[src/rtl/enc_pkg.sv]
// Shared types and sizing for the sequential priority encoder.
// The code width is derived from N and is never overridden on its own.
package enc_pkg;

  typedef enum logic {
    IDLE = 1'b0,
    EMIT = 1'b1
  } state_t;

  localparam int N_DEFAULT = 8;

  function automatic int code_width(input int n);
    return $clog2(n);
  endfunction

endpackage

[src/rtl/lsb_first_set.sv]
// Combinational find-first-set: index of the lowest set bit, and whether it is the only one.
// An all-zero vector yields code 0 with onehot_last low.
module lsb_first_set
  import enc_pkg::*;
#(
  parameter int N = N_DEFAULT,
  parameter int W = code_width(N)
) (
  input  logic [N-1:0] vec,
  output logic [W-1:0] code,
  output logic         onehot_last
);

  always_comb begin
    // NOTE: assign a default before the loop so every path drives code; otherwise a latch is inferred.
    code = '0;
    for (int i = N - 1; i >= 0; i--) begin
      if (vec[i]) code = i[W-1:0];
    end
  end

  assign onehot_last = ($countones(vec) == 1);

endmodule

[src/rtl/seq_priority_encoder.sv]
// Captures a request vector and emits the index of each set bit, lowest first,
// one per valid/ready handshake on the output stream.
module seq_priority_encoder
  import enc_pkg::*;
#(
  parameter  int N = N_DEFAULT,
  localparam int W = code_width(N)
) (
  input  logic         clk,
  input  logic         rst,
  input  logic         in_valid,
  output logic         in_ready,
  input  logic [N-1:0] in_vec,
  output logic         out_valid,
  input  logic         out_ready,
  output logic [W-1:0] out_code,
  output logic         out_last,
  output logic         zero_pulse,
  output logic         busy
);

  localparam logic [N-1:0] LSB_ONE = {{(N-1){1'b0}}, 1'b1};

  state_t         state;
  logic [N-1:0]   pending;
  logic [W-1:0]   ffs_code;
  logic           ffs_last;

  lsb_first_set #(
    .N(N),
    .W(W)
  ) u_ffs (
    .vec        (pending),
    .code       (ffs_code),
    .onehot_last(ffs_last)
  );

  // NOTE: sequential state uses non-blocking assignments so every register samples pre-edge values.
  always_ff @(posedge clk) begin
    if (rst) begin
      state      <= IDLE;
      pending    <= '0;
      zero_pulse <= 1'b0;
    end else begin
      zero_pulse <= 1'b0;
      case (state)
        IDLE: begin
          if (in_valid) begin
            if (in_vec != '0) begin
              pending <= in_vec;
              state   <= EMIT;
            end else begin
              zero_pulse <= 1'b1;
            end
          end
        end
        EMIT: begin
          if (out_ready) begin
            // x & (x-1) drops exactly the lowest set bit, i.e. the code just accepted.
            pending <= pending & (pending - LSB_ONE);
            if (ffs_last) state <= IDLE;
          end
        end
        default: state <= IDLE;
      endcase
    end
  end

  // Stream outputs decode only registered state; no path from in_vec or out_ready.
  assign in_ready  = (state == IDLE);
  assign busy      = (state == EMIT);
  assign out_valid = busy;
  assign out_code  = ffs_code;
  assign out_last  = ffs_last;

endmodule

[config.mk]
export PLATFORM = sky130hd
export DESIGN_NAME = seq_priority_encoder
export DESIGN_NICKNAME = d
export VERILOG_FILES = /design/src/rtl/enc_pkg.sv /design/src/rtl/lsb_first_set.sv /design/src/rtl/seq_priority_encoder.sv
export SDC_FILE = /design/constraint.sdc
export NUM_CORES = 1
export LEC_CHECK = 0
export ABC_AREA = 1
export CAP_MARGIN = 20
export CORE_MARGIN = 5
export CORE_UTILIZATION = 48
export CTS_CLUSTER_DIAMETER = 50
export DETAILED_ROUTE_END_ITERATION = 10
export GPL_ROUTABILITY_DRIVEN = 0
export MAX_ROUTING_LAYER = met4
export PLACE_DENSITY = 0.78
export SLEW_MARGIN = 25
export SYNTH_ARGS = -nofsm -noshare
export SYNTH_HDL_FRONTEND = slang
export SYNTH_SLANG_ARGS = --single-unit
[constraint.sdc]
create_clock -name clk -period 3.6 [get_ports clk]
set_clock_uncertainty 0.1 [all_clocks]
set_input_delay 0.54 -clock clk [delete_from_list [all_inputs] [get_ports clk]]
set_output_delay 0.54 -clock clk [all_outputs]
set_load 0.005 [all_outputs]
# Yosys cells after proc, flatten, opt, wreduce, memory -nomap -nowiden
# Cells that the tools add are included.
dict set report op_classes {
  addsub 8
  n_eq_ne 4
  mux 18
  n_bitwise 3
  n_reduce_logical 3
}
# op n
set op_table {}
lappend op_table {{32-bit adder} 3}
lappend op_table {{32-bit by 2-bit == test with 1-bit output, second input constant} 1}
lappend op_table {{3-bit 2-to-1 mux} 8}
lappend op_table {{8-bit 2-to-1 mux} 3}
lappend op_table {{8-bit one-hot mux with 2 select lines} 1}
lappend op_table {{1-bit by 1-bit adder with 2-bit output} 4}
lappend op_table {{8-bit bitwise AND} 1}
lappend op_table {{8-bit nonzero test} 1}
lappend op_table {{8-bit by 1-bit subtractor with 8-bit output, second input constant} 1}
lappend op_table {{1-bit 2-to-1 mux} 5}
lappend op_table {{2-bit != test, second input constant} 2}
lappend op_table {{3-bit AND reduction} 1}
lappend op_table {{3-bit OR reduction} 1}
lappend op_table {{2-bit by 1-bit != test with 1-bit output, second input constant} 1}
lappend op_table {{1-bit NOT} 2}
lappend op_table {{1-bit one-hot mux with 2 select lines} 1}
dict set report word_totals {
  regBits 10
}

# Logic depth before layout (Yosys ltp)
# Gate-level depths: netlist of run 1.
dict set report logic_depth {
  ltp_word 8
  ltp_mapped 14
  ltp_nobuf 14
}

# Modules after synthesis
# From an unflattened synthesis of run 1, not the netlist that was laid out.
dict set report hier_totals {
  cells_unflattened 130
  hier_area_um2 834.6
}
# mod instances cells_each area_per_inst_um2 seq_area_each_um2
set by_module_without_submodules {}
lappend by_module_without_submodules {seq_priority_encoder 1 91 579.3 200.2}
lappend by_module_without_submodules {lsb_first_set 1 39 255.2 0.0}

# Worst setup path before layout of run 1
# OpenSTA, ideal clock, no wires.
dict set report synth_path {
  path_type {register to output}
  start {register pending[0]}
  end {output out_last}
  arrival_ns 2.560
  required_time_ns 2.960
  setup_slack_ns 0.400
  path_stages_with_launch 12
  n_path_buf 0
  cell_sequence {dfxtp_1 inv_1 ha_1 inv_1 fa_1 fa_1 inv_1 ha_1 fa_1 nor2_1 nand3b_1 inv_1}
}
dict set report synth_via {
  elab_chain_len 4
}
# element line_no
set synth_lines {}
lappend synth_lines {{start, declared} seq_priority_encoder.sv:25} ;# logic [N-1:0] pending;
lappend synth_lines {{start signal, assigned} seq_priority_encoder.sv:50} ;# pending <= in_vec;
lappend synth_lines {{start signal, assigned} seq_priority_encoder.sv:60} ;# pending <= pending & (pending - LSB_ONE);
lappend synth_lines {{1-bit by 1-bit adder with 2-bit output (not written as such)} lsb_first_set.sv:22} ;# assign onehot_last = ($countones(vec) == 1);
lappend synth_lines {{32-bit adder (not written as such) (2 in a row)} lsb_first_set.sv:22}
lappend synth_lines {{32-bit by 2-bit == test with 1-bit output} lsb_first_set.sv:22}
lappend synth_lines {{end, declared} seq_priority_encoder.sv:17} ;# output logic out_last,
# Every way passes these cells.

# Worst setup path after layout of run 1
# Same ends and word-level chain as after synthesis.

==> results of run 1 <==
==> power groups by stage <==
stage          Clock, mW  Combinational (mW)  Sequential [mW]
2_1_floorplan          0               0.151            0.135
3_3_place_gp           0               0.239            0.144
3_5_place_dp           0               0.245            0.145
4_1_cts            0.105               0.343            0.144
5_1_grt            0.110               0.449            0.150
6_report           0.103               0.401            0.148
==> area by class of cell <==
class	count	area, sq um
multi-input cells	82	597
fillers	138	437
repair buffers	33	312
flip-flops and latches	10	213
inverters	22	82.6
clock buffers	4	36.3
well taps	25	31.3
==> cells in the final DEF, fill, tap and decap left out <==
cell type         n
dfxtp_1           4
ha_2              1
ha_4              3
fa_2              1
o22ai_1           4
o21ai_0           3
nand2_2           1
nand3_2           1
dfxtp_2           4
nand2_4           1
a21oi_2           2
inv_2             5
nand2_1          26
nor2_2            2
buf_4            10
buf_6             5
nand3_1           5
a21oi_1          10
clkbuf_4          3
nand4_1           1
nor4_1            1
fa_1              3
clkbuf_8          1
dfxtp_4           2
nor2_1            7
inv_1            17
clkdlybuf4s50_1  18
ha_1              7
nor2_4            1
nand3b_1          1
o21ai_2           1
==> registers in the layout (all words and copies together) (netlist names) <==
register / cells
busy: 1
zero_pulse: 1
pending: 8
==> path summary, 6_finish.rpt <==
| check | startpoint | endpoint | cells past startpoint |
|---|---|---|---|
| worst max register to register | pending[0] | busy | 19 |
| worst min register to register | pending[7] | pending[7] | 4 |
| worst max-delay path | pending[0] | out_last | 12 |
| worst min-delay path | pending[7] | pending[7] | 4 |
==> layer usage <==
layer	wire, um	GRT usage
met5	0	-
met4	36	0.0340
met3	83	0.0513
met2	1090	0.306
met1	927	0.196
==> what timing repair did <==
action                                  CTS  global route
hold buffers                              0             0
endpoints found under the setup margin    1             2
setup buffers                             8             0
resized for setup                        15            18
pin swaps                                 3             9
==> worst max-delay path, delay by kind of cell, from the launching register on <==
kind,cells,cell delay [ps]
adder cells (fa/ha/maj),5,1750
flip-flops,1,370
AND/OR/NAND/NOR,2,200
buffers and inverters,5,340
==> per-stage QoR <==
step	TNS (ps)	power, mW	util	instance area, sq um
floorplan	0	0.286	-	858
global placement	-84.7	0.384	0.642	1100
detailed placement	-154	0.390	0.642	1100
CTS	-14.2	0.591	0.720	1230
global route	-88.3	0.709	0.744	1270
finish	0	0.652	0.744	1270
==> kinds of logic (layout without fill, tap and decap cells) <==
group / count (synthesis) / after routing
fa+ha+maj: 15 / 15
buf+inv: 26 / 59
flops: 10 / 10
simple gates: 47 / 47
compound gates: 20 / 20
==> flow_summary.toml, run 1 <==
[place]
port_buffers = 19
dpl.hpwl_um = 1600
dp.cells = 165
dp_slack_ps = -154

[detailed_routing]
drcViolationCount = 0
wirelength_um = 2140
wl_per_cell_um = 12.1
vias = 855
ant_nets = 0
drt_first_iter_violations = 9
drtPass1Iterations = 4
vias_per_cell = 4.86

[floorplanning]
ioPinCount = 20
fp-row-count = 15
core-area_sq_um = 1710
fp.dieW_um = 52.3
fp.dieH_um = 52.3
die_area_sq_um = 2730
start_util = 0.503

[logic_synthesis]
ys_seq_elements = 10
async_flop_share = 0
ys_seq_area_frac = 0.233
synth_top_area_cell = "dfxtp_1"
synth_fa_ha_area_frac = 0.254
synth_edf_count = 0
netlist_area_sq_um = 858
synth_area_leaders = "dfxtp_1, ha_1, nand2_1"
synth-xor-area-share = 0
yosys.area.top_type_share = 0.233
muxShareOfSynthArea = 0
synth_compound_area_frac = 0.131
syn_area_per_cell_sq_um = 7.27
synth-main-ff-cell = "dfxtp_1"
ys_types = 21
synth_top_family_by_area = "adder cells"
synthSimpleGateAreaFrac = 0.245
ys.warnings.count = 0
syn_inst = 118
synthTopCellsByCount = "nand2_1, inv_1, a21oi_1, ha_1, dfxtp_1"
yosysMostFrequentCell = "nand2_1"
syn_nets = 145

[power]
seq_power_share = 0.226
swShare = 0.348
p_int_uw = 425
power_switching_uw = 227
cellLeakagePower_nw = 0.604
comb_power_share = 0.615
vdd_drop_max_uv = 360
power.share.clock = 0.158
p_per_area_nw_per_um2 = 513

[timing]
rsz0062_at_grt = "yes"
period_share = 0.993
period_minus_slack_ps = 3570
worst_slack_ps = 25.9
relSlewSlack = 0.562
timing.hold.ws_ps = 494
max_freq_ghz = 0.280
hold_viol_final = 0
setup_viol = 0
tightestPinTransition_ps = 656
slew_viol_final = 0

[critical_path]
path_cells = "inv_1 > ha_1 > inv_1 > fa_2 > fa_1 > inv_1 > ha_2 > fa_1 > nor2_1 > nand3b_1 > inv_2 > buf_6"
cp-end-kind = "output port"
slowest_stage = "fa_1"
crit_fanout = 4
cp.arrival_ps = 2930
crit_type = "reg2out"
cp.required_ps = 2960
r2r_slack_ps = 130
slowest_delay_ps = 490
critPathLaunchType = "register"
cpMostUsedCell = "inv_1"

[final_layout]
drive_gt1_frac = 0.291
n_antenna_cell = 0
fin_cells = 176
num-nets-final = 179
syn2layout_area_growth_pct = 48.1

[global_route]
grt_pass1_vias = 857
antenna_found_initial = 0
grt_max_degree = 20
grt_overflow = 0
grt_pass1_wl_um = 3490
grt_usage = 0.174

[run_status]
run_status = "completed"

[flow_run]
cap_violations = 0

[cts]
clk_path_buf_depth = 2
cts_buffers = 3
htree_levels = 1
cts.sinks = 10
clk-insertion-delay-late_ps = 270
root_buffer = "clkbuf_4"
tritoncts = "yes"
clk_pin_slew_worst_paths_ps = 80

[worst_hold_path]
hp-class = "reg2reg"
Power figures use the tool's default switching activity.
==> run 2, diff against run 1 <==
CORE_MARGIN = not set   (was 5)
MAX_ROUTING_LAYER = not set   (was met4)
PLACE_DENSITY = 0.79   (was 0.78)
SYNTH_HIERARCHICAL = 1   (was not set)
==> run 2 against run 1 <==
Compared with the run above: the flow now finishes with violations (negative setup slack); combinational power shrank 20%; critical path depth fell by 1; sequential power fell by 3%; final cell count decreased by 0.57%; via count grew 7.0%; final area shrank 10%; critical endpoint unchanged; largest power group unchanged.
==> flow_summary.toml, run 2 <==
[logic_synthesis]
synthTopCellsByCount = "nand2_1, inv_1, a21oi_1"
synth_fa_ha_area_frac = 0.141
synthSimpleGateAreaFrac = 0.330
ys_seq_elements = 10
syn_inst = 130
ys_seq_area_frac = 0.240
async_flop_share = 0
synth-xor-area-share = 0
synth_compound_area_frac = 0.132
synth_edf_count = 0
netlist_area_sq_um = 835
yosys.area.top_type_share = 0.240
muxShareOfSynthArea = 0.0120
synth_area_leaders = "dfxtp_1, nand2_1, inv_1"
yosysMostFrequentCell = "nand2_1"
synth-main-ff-cell = "dfxtp_1"
ys_types = 25
ys.warnings.count = 6
syn_nets = 149
synth_top_family_by_area = "simple AND/OR/NAND/NOR gates"
synth_top_area_cell = "dfxtp_1"
syn_area_per_cell_sq_um = 6.42

[final_layout]
num-nets-final = 179
syn2layout_area_growth_pct = 36.7
final_cell_mix = "nand2_1, inv_1, clkdlybuf4s50_1"
n_antenna_cell = 0
regMostFlops = "pending"
design_area_sq_um = 1140
layout_commonest_cell = "nand2_1"
drive_gt1_frac = 0.220
largest_register_ffs = 8
fin_cells = 175

[timing]
worst_slack_ps = -320
tightestPinTransition_ps = 573
max_freq_ghz = 0.255
relSlewSlack = 0.618
setup_viol = 1
hold_viol_final = 0
setup_tns_ps = -320
slew_viol_final = 0
rsz0062_at_grt = "yes"
period_minus_slack_ps = 3920
period_share = 1.09

[global_route]
grt_max_degree = 16
grt_pass1_wl_um = 3650
grt_pass1_vias = 857
antenna_found_initial = 0
grt_overflow = 0
grt_usage = 0.265

[cts]
htree_levels = 1
cts.sinks = 10
clk_path_buf_depth = 2
cts_buffers = 3
ctsHoldBuffers = 0
root_buffer = "clkbuf_4"
tritoncts = "yes"
clk-insertion-delay-late_ps = 280
clk_pin_slew_worst_paths_ps = 80

[floorplanning]
ioPinCount = 20
fp.dieW_um = 43.7
die_area_sq_um = 1910
fp-row-count = 14
core-area_sq_um = 1560
fp.dieH_um = 43.7
start_util = 0.535

[critical_path]
cp.buffers_inverters = 4
slowest_delay_ps = 560
crit_type = "reg2out"
path_cells = "inv_2 > fa_1 > fa_1 > fa_1 > inv_1 > ha_2 > inv_2 > fa_2 > o211ai_1 > a21oi_2 > buf_2"
crit_family = "adder cells"
cpMostUsedCell = "fa_1"
cp.required_ps = 2960
cp-end-kind = "output port"
critPathLaunchType = "register"
r2r_slack_ps = 140
cp.arrival_ps = 3280
slowest_stage = "fa_1"
crit_fanout = 2

[place]
placed_area_sq_um = 1070
dp.cells = 169
dpl.hpwl_um = 1700
port_buffers = 19

[run_status]
violations = "negative setup slack"
run_status = "complete, but fails checks"

[power]
p_per_area_nw_per_um2 = 505
vdd_drop_max_uv = 332
cellLeakagePower_nw = 0.557

[flow_run]
cap_violations = 0

[detailed_routing]
vias_per_cell = 5.23
vias = 915
ant_nets = 0
drt_first_iter_violations = 36
wl_per_cell_um = 12.8
drcViolationCount = 0
wirelength_um = 2240
drtPass1Iterations = 4

[worst_hold_path]
hp-class = "reg2reg"
==> run 2: logic make-up after synthesis <==
group,after synthesis
AND/OR/NAND/NOR,64
buffers and inverters,29
flip-flops,10
AO/OA/AOI/OAI,19
multiplexers,1
adder cells (fa/ha/maj),7
==> run 2: power by group <==
group          internal, mW  switching (mW)  total (mW)
clock                0.0616          0.0503       0.112
combinational         0.163           0.158       0.321
sequential            0.125          0.0181       0.143
==> run 2: area by class of cell <==
class                      count  area (sq um)
multi-input combinational     91           531
timing repair buffer          28           253
inverter                      26          97.6
sequential                    10           204
clock buffer                   4          36.3
tap                           16          20.0
fill                         132           418
==> run 2: metal layers <==
layer | vias up | share of wire | track usage
met1 | 427 | 0.47 | 0.371
met2 | 23 | 0.49 | 0.394
li1 | 461 | - | -
met5 | - | 0 | 0
met3 | 4 | 0.028 | 0.0458
met4 | 0 | 0.016 | 0.125
==> run 2: tightest hold or removal path: stages (launching register included) <==
cell and delay [ps]:
dfxtp_1 330, inv_1 60, nand2_1 50, nand2_1 50, a21oi_1 40
==> run 2: final timing paths <==
path | from | to | cells after the start
setup reg to reg | pending[0] | busy | 15
setup / recovery | pending[0] | out_last | 11
hold / removal | pending[7] | pending[7] | 4
hold reg to reg | pending[7] | pending[7] | 4
==> run 2: stage by stage <==
stage | power (mW) | setup WS (ps) | util | hold WS [ps]
3_5_place_dp | 0.437 | -394 | 0.689 | 454
6_report | 0.576 | -320 | 0.732 | 466
5_1_grt | 0.630 | -485 | 0.732 | 529
4_1_cts | 0.566 | -282 | 0.718 | 466
3_3_place_gp | 0.425 | -283 | 0.689 | 425
2_1_floorplan | 0.306 | 125 | - | 391
==> run 2: what timing repair did <==
| action | 4_1_cts | 5_1_grt |
|---|---|---|
| pin swaps | 0 | 1 |
| buffers inserted | 2 | 1 |
| cloned | 0 | 0 |
| resized for setup | 4 | 12 |
| hold endpoints to repair | 0 | 0 |
| endpoints found under the setup margin | 1 | 2 |
==> run 3, diff against run 2 <==
ABC_AREA = not set   (was 1)
CORE_UTILIZATION = 46   (was 48)
PLACE_DENSITY = 0.78   (was 0.79)
REMOVE_ABC_BUFFERS = 1   (was not set)
==> run 3 against run 2 <==
Compared with the run above: the flow still finishes with violations (negative setup slack); via count fell by 15%; die area fell by 8.2%; count of clock-buffer cells in the layout fell by 1; synthesized area fell by 12%; critical endpoint unchanged.
==> flow_summary.toml, run 3 <==
[run_status]
run_status = "complete, but fails checks"
violations = "negative setup slack"

[cts]
ctsHoldBuffers = 0
clk_path_buf_depth = 2
cts_buffers = 3
root_buffer = "clkbuf_4"
clk-insertion-delay-late_ps = 260
cts.sinks = 10
tritoncts = "yes"
clk_pin_slew_worst_paths_ps = 60
htree_levels = 1

[detailed_routing]
drtPass1Iterations = 4
ant_nets = 0
vias_per_cell = 5.75
drt_first_iter_violations = 37
wirelength_um = 1720
vias = 782
wl_per_cell_um = 12.6
drcViolationCount = 0

[timing]
period_minus_slack_ps = 3810
worst_slack_ps = -208
hold_viol_final = 0
period_share = 1.06
rsz0062_at_grt = "yes"
setup_viol = 1
relSlewSlack = 0.595
slew_viol_final = 0
tightestPinTransition_ps = 607
timing.hold.ws_ps = 425
max_freq_ghz = 0.263

[power]
seq_power_share = 0.310
swShare = 0.348
cellLeakagePower_nw = 0.437
p_per_area_nw_per_um2 = 425
p_int_uw = 288
power.share.clock = 0.169
comb_power_share = 0.521
power_switching_uw = 154
vdd_drop_max_uv = 290

[global_route]
grt_pass1_wl_um = 2770
grt_overflow = 0
grt_usage = 0.206
grt_max_degree = 15
antenna_found_initial = 0
grt_pass1_vias = 672

[floorplanning]
core-area_sq_um = 1490
fp.dieH_um = 41.9
start_util = 0.491
fp-row-count = 14
die_area_sq_um = 1750
fp.dieW_um = 41.9
ioPinCount = 20

[place]
dpl.hpwl_um = 1330
port_buffers = 19
dp_slack_ps = -381

[critical_path]
regToRegEndpoint = "busy"
crit_fanout = 2
crit_type = "reg2out"
ff2ff_path_depth = 14
cp.arrival_ps = 3170
r2r_slack_ps = 260
critPathLaunchType = "register"
cp.required_ps = 2960
r2r_start = "pending[0]"
cp-end-kind = "output port"

[logic_synthesis]
yosysMostFrequentCell = "inv_1"
ys_seq_elements = 10
ys_seq_area_frac = 0.274
ys.warnings.count = 6
syn_area_per_cell_sq_um = 8.03
ys_types = 30
synthTopCellsByCount = "inv_1, dfxtp_1, nor2_1"
async_flop_share = 0
synth_top_area_cell = "dfxtp_1"
yosys.area.top_type_share = 0.274
synth-main-ff-cell = "dfxtp_1"
netlist_area_sq_um = 731
syn_inst = 91
synth_edf_count = 0
synth_area_leaders = "dfxtp_1, fa_1, inv_1"

[flow_run]
cap_violations = 0

[worst_hold_path]
hp-class = "reg2reg"
worstHoldStart = "pending[7]"
hold_depth = 2
hold_path_end = "pending[7]"

[final_layout]
syn2layout_area_growth_pct = 42.1
n_antenna_cell = 0
drive_gt1_frac = 0.225
largest_register_ffs = 8
layout_commonest_cell = "clkdlybuf4s50_1"
final_cell_mix = "clkdlybuf4s50_1, inv_1, buf_4"
regMostFlops = "pending"
fillers = 115
num-nets-final = 141
==> run 3: changes by cell type after synthesis, moves of 2 or more <==
cell / previous run / this run
a21oi_1: 12 / 5
nor2_2: 2 / 0
nand2b_1: 0 / 6
nor3_1: 1 / 3
a21oi_2: 2 / 0
o21ai_0: 2 / 4
nand3_1: 9 / 2
mux2i_1: 1 / 3
nor2_1: 11 / 9
a211oi_1: 0 / 5
nand2_1: 36 / 6
inv_1: 24 / 13
==> run 3: what timing repair did <==
action | 4_1_cts | 5_1_grt
buffers inserted | 2 | 0
resized for setup | 11 | 3
setup endpoints to repair | 1 | 2
pin swaps | 4 | 4
==> run 3: cells by family after synthesis <==
kind of cell,after synthesis,share of synthesized area
AO/OA/AOI/OAI,22,0.206
flip-flops,10,0.274
adder cells (fa/ha/maj),7,0.161
multiplexers,3,0.0411
buffers and inverters,17,0.0942
AND/OR/NAND/NOR,32,0.224
==> run 3: critical path, stage by stage (launching register included) <==
cell,delay (ps)
dfxtp_2,330
inv_2,40
fa_1,570
fa_1,440
fa_1,440
inv_1,70
ha_2,180
inv_2,40
fa_2,520
nand2_2,50
a21oi_2,110
buf_2,130
==> run 3: cell type report <==
type	count	area (sq um)	share of cell area
Tap cell	16	20.0	0.0193
Sequential cell	10	203	0.195
Clock buffer	3	22.5	0.0217
Inverter	14	52.6	0.0506
Multi-Input combinational cell	64	480	0.463
Timing Repair Buffer	29	260	0.251
==> run 3: power by group through the flow <==
stage / combinational, mW / sequential, mW / clock (mW)
2_1_floorplan: 0.110 / 0.139 / 0
6_report: 0.230 / 0.137 / 0.0746
3_3_place_gp: 0.202 / 0.138 / 0
4_1_cts: 0.228 / 0.137 / 0.0769
5_1_grt: 0.259 / 0.139 / 0.0818
3_5_place_dp: 0.209 / 0.138 / 0
==> run 3: per-layer routing <==
layer / global-route usage / part of all wire
met5: 0 / 0
met3: 0.0609 / 0.075
met2: 0.338 / 0.48
met4: 0.0710 / 0
met1: 0.258 / 0.44
==> run 3: metrics by stage <==
step / total power, mW / util / setup TNS (ps) / area, sq um / cells
finish: 0.442 / 0.697 / -208 / 1040 / 136
floorplan: 0.249 / - / 0 / 714 / 88
CTS: 0.442 / 0.692 / -236 / 1030 / 136
global route: 0.479 / 0.697 / -382 / 1040 / 136
detailed placement: 0.347 / 0.661 / -381 / 985 / 131
global placement: 0.340 / 0.661 / -311 / 985 / 131
==> run 3: worst max path at each step <==
stage	start	cells past startpoint	endpoint
finish	pending[0]	11	out_last
global route	pending[0]	12	out_last
CTS	pending[1]	11	out_last
detailed placement	pending[1]	12	out_last
global placement	pending[0]	12	out_last
floorplan	pending[0]	11	out_last
